`src/rtl/dmx512_tx_param.sv`:
```
// DMX512-A transmitter: mark-before-break, BREAK, MAB, start code and up to NUM_SLOTS slots, looping while tx_en.
// Latency: BREAK begins once the mark timer expires with tx_en high; all outputs registered. No backpressure.
// Define DMX_DBUF_EN for a double-buffered universe (writes to back bank, commit swaps at next BREAK).
module dmx512_tx_param #(
    parameter int CLK_HZ    = 50_000_000,
    parameter int BAUD      = 250_000,
    parameter int NUM_SLOTS = 512,
    parameter int IDLE_US   = 50,
    parameter int BREAK_US  = 100,
    parameter int MAB_US    = 12,
    localparam int ADDR_W   = $clog2(NUM_SLOTS + 1)
) (
    input  logic              clk,
    input  logic              rst_n,
    input  logic              tx_en,
    input  logic [7:0]        start_code,
    input  logic [ADDR_W-1:0] slot_count,
    input  logic              wr_en,
    input  logic [ADDR_W-1:0] wr_addr,
    input  logic [7:0]        wr_data,
    input  logic              commit,
    output logic              busy,
    output logic              pkt_start,
    output logic              pkt_done,
    output logic              dmx_out
);
    localparam int BIT_CYC    = CLK_HZ / BAUD;
    localparam int CYC_PER_US = CLK_HZ / 1_000_000;
    localparam int IDLE_CYC   = CYC_PER_US * IDLE_US;
    localparam int BREAK_CYC  = CYC_PER_US * BREAK_US;
    localparam int MAB_CYC    = CYC_PER_US * MAB_US;
    localparam int MAX_A      = (IDLE_CYC > BREAK_CYC) ? IDLE_CYC : BREAK_CYC;
    localparam int MAX_B      = (MAB_CYC > BIT_CYC) ? MAB_CYC : BIT_CYC;
    localparam int MAX_CYC    = (MAX_A > MAX_B) ? MAX_A : MAX_B;
    localparam int TW         = $clog2(MAX_CYC + 1);
    localparam int MW         = (NUM_SLOTS > 1) ? $clog2(NUM_SLOTS) : 1;

    typedef enum logic [1:0] {S_IDLE, S_BREAK, S_MAB, S_FRAME} state_t;

    state_t            state;
    logic [TW-1:0]     timer;
    logic [3:0]        bit_idx;
    logic [ADDR_W-1:0] slot_idx;
    logic [ADDR_W-1:0] cnt_lat;
    logic [7:0]        sc_lat;
    logic [7:0]        rd_data;

    logic [ADDR_W-1:0] cnt_eff;
    logic              bit_end;
    logic [7:0]        cur_byte;
    logic              next_bit;
    logic              rd_en;
    logic              wr_ok;
    logic [MW-1:0]     wr_idx;
    logic [MW-1:0]     rd_idx;

    assign cnt_eff  = (slot_count == '0 || slot_count > ADDR_W'(NUM_SLOTS)) ? ADDR_W'(NUM_SLOTS) : slot_count;
    assign bit_end  = (timer == TW'(BIT_CYC - 1));
    assign cur_byte = (slot_idx == '0) ? sc_lat : rd_data;
    assign next_bit = (bit_idx < 4'd8) ? cur_byte[bit_idx[2:0]] : 1'b1;
    // Next slot is fetched at the first stop bit, so writes during the current frame cannot tear it.
    assign rd_en    = (state == S_FRAME) && (bit_idx == 4'd9) && (timer == '0) && (slot_idx < cnt_lat);
    assign rd_idx   = MW'(slot_idx);
    assign wr_ok    = wr_en && (wr_addr != '0) && (wr_addr <= ADDR_W'(NUM_SLOTS));
    assign wr_idx   = MW'(wr_addr - ADDR_W'(1));

`ifdef DMX_DBUF_EN
    logic       front;
    logic       commit_pend;
    logic [7:0] mem [2][NUM_SLOTS];

    always_ff @(posedge clk) begin
        if (wr_ok) mem[~front][wr_idx] <= wr_data;
        if (rd_en) rd_data <= mem[front][rd_idx];
    end
`else
    logic       unused_commit;
    logic [7:0] mem [NUM_SLOTS];

    assign unused_commit = commit;

    always_ff @(posedge clk) begin
        if (wr_ok) mem[wr_idx] <= wr_data;
        if (rd_en) rd_data <= mem[rd_idx];
    end
`endif

    always_ff @(posedge clk or negedge rst_n) begin
        if (!rst_n) begin
            state     <= S_IDLE;
            timer     <= '0;
            bit_idx   <= '0;
            slot_idx  <= '0;
            cnt_lat   <= '0;
            sc_lat    <= '0;
            dmx_out   <= 1'b1;
            busy      <= 1'b0;
            pkt_start <= 1'b0;
            pkt_done  <= 1'b0;
`ifdef DMX_DBUF_EN
            front       <= 1'b0;
            commit_pend <= 1'b0;
`endif
        end else begin
            pkt_start <= 1'b0;
            pkt_done  <= 1'b0;
`ifdef DMX_DBUF_EN
            if (commit) commit_pend <= 1'b1;
`endif
            case (state)
                S_IDLE: begin
                    if (timer >= TW'(IDLE_CYC - 1) && tx_en) begin
                        state     <= S_BREAK;
                        timer     <= '0;
                        dmx_out   <= 1'b0;
                        busy      <= 1'b1;
                        pkt_start <= 1'b1;
                        sc_lat    <= start_code;
                        cnt_lat   <= cnt_eff;
`ifdef DMX_DBUF_EN
                        if (commit || commit_pend) begin
                            front       <= ~front;
                            commit_pend <= 1'b0;
                        end
`endif
                    end else if (timer < TW'(IDLE_CYC - 1)) begin
                        timer <= timer + TW'(1);
                    end
                end
                S_BREAK: begin
                    if (timer == TW'(BREAK_CYC - 1)) begin
                        state   <= S_MAB;
                        timer   <= '0;
                        dmx_out <= 1'b1;
                    end else begin
                        timer <= timer + TW'(1);
                    end
                end
                S_MAB: begin
                    if (timer == TW'(MAB_CYC - 1)) begin
                        state    <= S_FRAME;
                        timer    <= '0;
                        bit_idx  <= '0;
                        slot_idx <= '0;
                        dmx_out  <= 1'b0;
                    end else begin
                        timer <= timer + TW'(1);
                    end
                end
                S_FRAME: begin
                    if (!bit_end) begin
                        timer <= timer + TW'(1);
                    end else begin
                        timer <= '0;
                        if (bit_idx != 4'd10) begin
                            bit_idx <= bit_idx + 4'd1;
                            dmx_out <= next_bit;
                        end else if (slot_idx < cnt_lat) begin
                            slot_idx <= slot_idx + ADDR_W'(1);
                            bit_idx  <= '0;
                            dmx_out  <= 1'b0;
                        end else begin
                            state    <= S_IDLE;
                            dmx_out  <= 1'b1;
                            busy     <= 1'b0;
                            pkt_done <= 1'b1;
                        end
                    end
                end
                default: state <= S_IDLE;
            endcase
        end
    end
endmodule

```
`config.mk`:
```
export PLATFORM = sky130hd
export DESIGN_NAME = dmx512_tx_param
export DESIGN_NICKNAME = d
export VERILOG_FILES = /design/src/rtl/dmx512_tx_param.sv
export SDC_FILE = /design/constraint.sdc
export NUM_CORES = 2
export LEC_CHECK = 0
export CAP_MARGIN = 20
export CORE_MARGIN = 1
export CORE_UTILIZATION = 23
export CTS_BUF_LIST = sky130_fd_sc_hd__clkbuf_4 sky130_fd_sc_hd__clkbuf_8
export CTS_CLUSTER_SIZE = 40
export DETAILED_ROUTE_END_ITERATION = 8
export DONT_BUFFER_PORTS = 1
export SLEW_MARGIN = 20
export SYNTH_ARGS = -nofsm -noshare
export SYNTH_HDL_FRONTEND = slang
export SYNTH_SLANG_ARGS = --single-unit
```
`constraint.sdc`:
```
create_clock -name clk -period 3.75 [get_ports clk]
set_input_delay 0.9375 -clock clk [delete_from_list [all_inputs] [get_ports clk]]
set_output_delay 0.9375 -clock clk [all_outputs]
set_load 0.05 [all_outputs]
```
==> results.json <==
{
  "status": "complete, but fails checks",
  "violations": "slew limit, setup timing",
  "tritoncts": "done",
  "clock_skew_ps": 57.9,
  "required_ps": 4740,
  "post_synth_instance_area_sq_um": 162000,
  "fin_ws_ps": -154,
  "fin_cells": 18800,
  "dominant_combinational_cell_family_by_area_after_synthesis": "multiplexers",
  "tightestPinTransition_ps": 2420,
  "floorplan.io_pins": 45,
  "post_synth.cell_area_avg_sq_um": 21.6,
  "async_flop_share_pct": 1.23,
  "crit_family": "compound AO/OA/AOI/OAI gates",
  "timing.critical_path.to_type": "flip-flop",
  "cpPeakStageDelay_ps": 520,
  "max_clock_freq_ghz": 0.256,
  "grt_pass1_vias": 85700,
  "die_w_um": 841,
  "synth-compound-area-share_pct": 2.02,
  "cp.arrival_ps": 4900,
  "leakagePower_nw": 62.7,
  "muxShareOfSynthArea_pct": 16.8,
  "min-delay-start": "wr_data[6]",
  "synth-adder-area-share_pct": 0.139,
  "place.detailed.hpwl_mm": 288,
  "grt_start_max_net_pins": 513,
  "cts-root-buf": "clkbuf_8",
  "grt_setup_unrepaired": "yes",
  "wl_per_cell_um": 25.1,
  "regToRegStartpoint": "slot_idx[0]$_DFFE_PN0P_",
  "grt_first_pass_wirelength_mm": 658,
  "synth_cell_types": 72,
  "category_of_the_worst_setup_path_launch_point": "flip-flop",
  "critical_path.slowest_cell": "mux4_2",
  "dr_total_vias": 85200,
  "clock_sinks": 4155,
  "number_of_antenna_violations_at_the_first_check_in_global_routing": 18,
  "firstDrtPassIters": 8,
  "finalHoldViolCount": 0,
  "timing_max_transition_violations_final": 897,
  "cts-htree-levels": 6,
  "grt_usage_pct": 12.8,
  "placementRows": 307,
  "maxCapViolCount": 0,
  "clk_latency_ps": 1240,
  "gr-total-overflow": 0,
  "die-area_sq_um": 707000,
  "clkTransAtPathRegs_ps": 70,
  "power.ir.vdd_worst_mv": 0.404,
  "core_area_sq_um": 700000,
  "synthesis.yosys.warnings": 0,
  "multi_input_area_sq_um": 38300,
  "timing.critical_path.from": "slot_idx[0]$_DFFE_PN0P_",
  "cts_max_path_buffers": 4,
  "headroom_to_the_max_slew_limit_pct": -61.1,
  "path_cells": "buf_12 -> buf_16 -> buf_12 -> mux4_2 -> mux2i_1 -> o22ai_2 -> a21oi_1 -> buf_4 -> o31a_1 -> o21ai_2 -> nor3_4 -> nor4_4 -> buf_4",
  "synth_seq_cells": 4155,
  "initial_core_util_pct": 23.1,
  "final_min_period_over_clock_period_pct": 104,
  "area.sequential_sq_um": 125000,
  "worstPathBufferInverterCount": 5,
  "synthSimpleGateAreaFrac_pct": 2.57,
  "synth.yosys.seq_area_share_pct": 77.0,
  "power.density_nw_per_um2": 437,
  "cp_max_fo": 9,
  "xor_xnor_share_of_the_synthesized_area_pct": 0.0704,
  "setup.worst_path.class": "reg2reg",
  "port_buffers": 0,
  "area_growth_syn_to_layout_pct": 25.6,
  "detail_route.drc_violations": 0,
  "synthCells": 7479,
  "finish.net_count": 9137,
  "dp.cells": 17500,
  "final_antenna_net_count": 0,
  "vias_per_cell": 4.52,
  "floorplan.die.height_um": 841,
  "synth_enable_flop_cells": 4104,
  "setup_violations": 7,
  "numCtsBuffers": 635,
  "synth_top_flop_cell": "edfxtp_1",
  "layout-drive-gt1-share_pct": 42.8,
  "finalWirelength_mm": 473,
  "synth.net_count": 7538,
  "fin_crit_ps": 3900,
  "hold_path_class": "in2reg",
  "drt_iter0_drc": 10000,
  "timing.setup.tns_ps": -332,
  "num-fill-cells": 68200,
  "gp_congestion": 0.828
}
-- report_power, final --
part | leakage [nW] | total (W) | internal (W) | switching, W
clock | 6.35 | 0.0367 | 0.0186 | 0.0181
combinational | 18.8 | 0.000953 | 0.000175 | 0.000778
sequential | 37.5 | 0.0511 | 0.0511 | 0.00000654
-- synth_stat cells (8+ instances only) --
master	count	share of area (%)
inv_1	30	0.070
o22ai_1	52	0.20
nand2_1	206	0.48
nand3_1	45	0.14
nor2b_1	13	0.050
mux2i_1	220	1.4
edfxtp_1	4104	76
mux4_2	1099	15
a31oi_1	13	0.050
xnor2_1	9	0.049
a211oi_1	22	0.10
clkbuf_1	211	0.49
mux2_2	19	0.13
a22oi_1	69	0.32
nor2_1	601	1.4
buf_4	53	0.25
a32oi_1	10	0.054
a2111oi_0	12	0.065
ha_1	18	0.14
nand4b_1	8	0.043
buf_1	29	0.067
and3_1	11	0.043
nor4_1	16	0.062
dfrtp_1	50	0.77
o31ai_1	8	0.037
a22o_1	12	0.065
nor3_1	43	0.13
buf_6	8	0.056
a221oi_1	30	0.16
o211ai_1	8	0.037
a21oi_1	79	0.24
o21ai_0	79	0.24
buf_2	151	0.47
or4_1	8	0.037
o221ai_1	23	0.12
-- path summary, 6_finish.rpt --
kind                                          end  slack [ps]  cells after the start
setup / recovery             rd_data[1]$_DFFE_PP_        -150                     13
hold / removal              mem[127][6]$_DFFE_PP_         110                      1
setup reg to reg             rd_data[1]$_DFFE_PP_        -150                     13
hold reg to reg            cnt_lat[6]$_DFFE_PN0P_         490                      2
max in group asynchronous     dmx_out$_DFFE_PN1P_        3200                      2
min in group asynchronous  cnt_lat[0]$_DFFE_PN0P_         250                      2
-- state kept, by name, indices dropped and copies added, names as in the netlist, 2 cells and up --
name,count
cnt_lat,10
slot_idx,10
bit_idx,4
sc_lat,8
rd_data,8
mem,4096
timer,13
state,2
-- area by class of cell --
| class | instances | area share, % |
|---|---|---|
| Antenna cell | 6 | 0.00739 |
| Clock buffer | 852 | 5.13 |
| Clock inverter | 256 | 0.796 |
| Inverter | 34 | 0.0678 |
| Multi-Input combinational cell | 2838 | 18.9 |
| Sequential cell | 4155 | 61.3 |
| Tap cell | 9270 | 5.71 |
| Timing Repair Buffer | 1414 | 8.10 |
-- worst register-to-register path, cell delays in order (launching register included) --
cell and delay (ps):
dfrtp_4 430, buf_12 180, buf_16 200, buf_12 150
mux4_2 540, mux2i_1 300, o22ai_2 230, a21oi_1 350
buf_4 200, o31a_1 320, o21ai_2 170, nor3_4 280
nor4_4 120, buf_4 190
-- metrics by stage --
stage | hold WS [ps] | setup WS, ps | power, W | util (%) | instance area [sq um]
after CTS | 1.95 | -113 | 0.0890 | 28.8 | 201000
final | 112 | -154 | 0.0888 | 29.0 | 203000
after detailed placement | 475 | -1060 | 0.0525 | 26.8 | 188000
after global routing | 10.5 | -93.9 | 0.0913 | 29.0 | 203000
after global placement | 480 | -1160 | 0.0525 | 26.8 | 188000
after floorplan | 450 | -234 | 0.0522 | - | 164000
-- metal layers --
layer / up-vias / part of all wire, % / GRT usage (%)
met5: - / 0.013 / 0
met4: 8 / 3.2 / 3.98
met3: 765 / 8.9 / 2.68
met2: 3962 / 46 / 20.1
met1: 45700 / 42 / 17.8
li1: 34800 / - / -
-- placed cells by master, fill, tap and decap left out, types with 15 or more instances in the layout --
| cell | instances |
|---|---|
| a211oi_1 | 15 |
| a21oi_1 | 61 |
| a21oi_2 | 15 |
| a221oi_1 | 17 |
| a22oi_1 | 57 |
| buf_12 | 356 |
| buf_16 | 37 |
| buf_4 | 918 |
| buf_6 | 47 |
| clkbuf_4 | 209 |
| clkbuf_8 | 643 |
| clkinv_1 | 156 |
| clkinv_2 | 42 |
| dfrtp_1 | 41 |
| dlygate4sd3_1 | 34 |
| edfxtp_1 | 4104 |
| ha_1 | 18 |
| inv_1 | 27 |
| inv_6 | 16 |
| mux2_2 | 18 |
| mux2i_1 | 211 |
| mux4_2 | 1099 |
| nand2_1 | 191 |
| nand3_1 | 40 |
| nor2_1 | 127 |
| nor2_2 | 227 |
| nor2_4 | 247 |
| nor3_1 | 32 |
| o21ai_0 | 61 |
| o221ai_1 | 22 |
| o22ai_1 | 48 |
-- what timing repair did --
action | in CTS | in global routing
pin swaps | 16 | 45
gates cloned | 11 | 5
endpoints found under the hold margin | 246 | 264
hold buffers | 34 | 7
setup endpoints to repair | 9 | 10
resized for setup | 124 | 150
setup buffers | 44 | 67
-- cells by family after synthesis --
kind of cell               Yosys count
AOI/OAI and AO/OA                  474
xor gates and xnor gates            13
adders and majority gates           18
buffers and inverters              486
DFF                               4155
muxes                             1338
and+or+nand+nor                    995
Power figures use the tool's default switching activity.
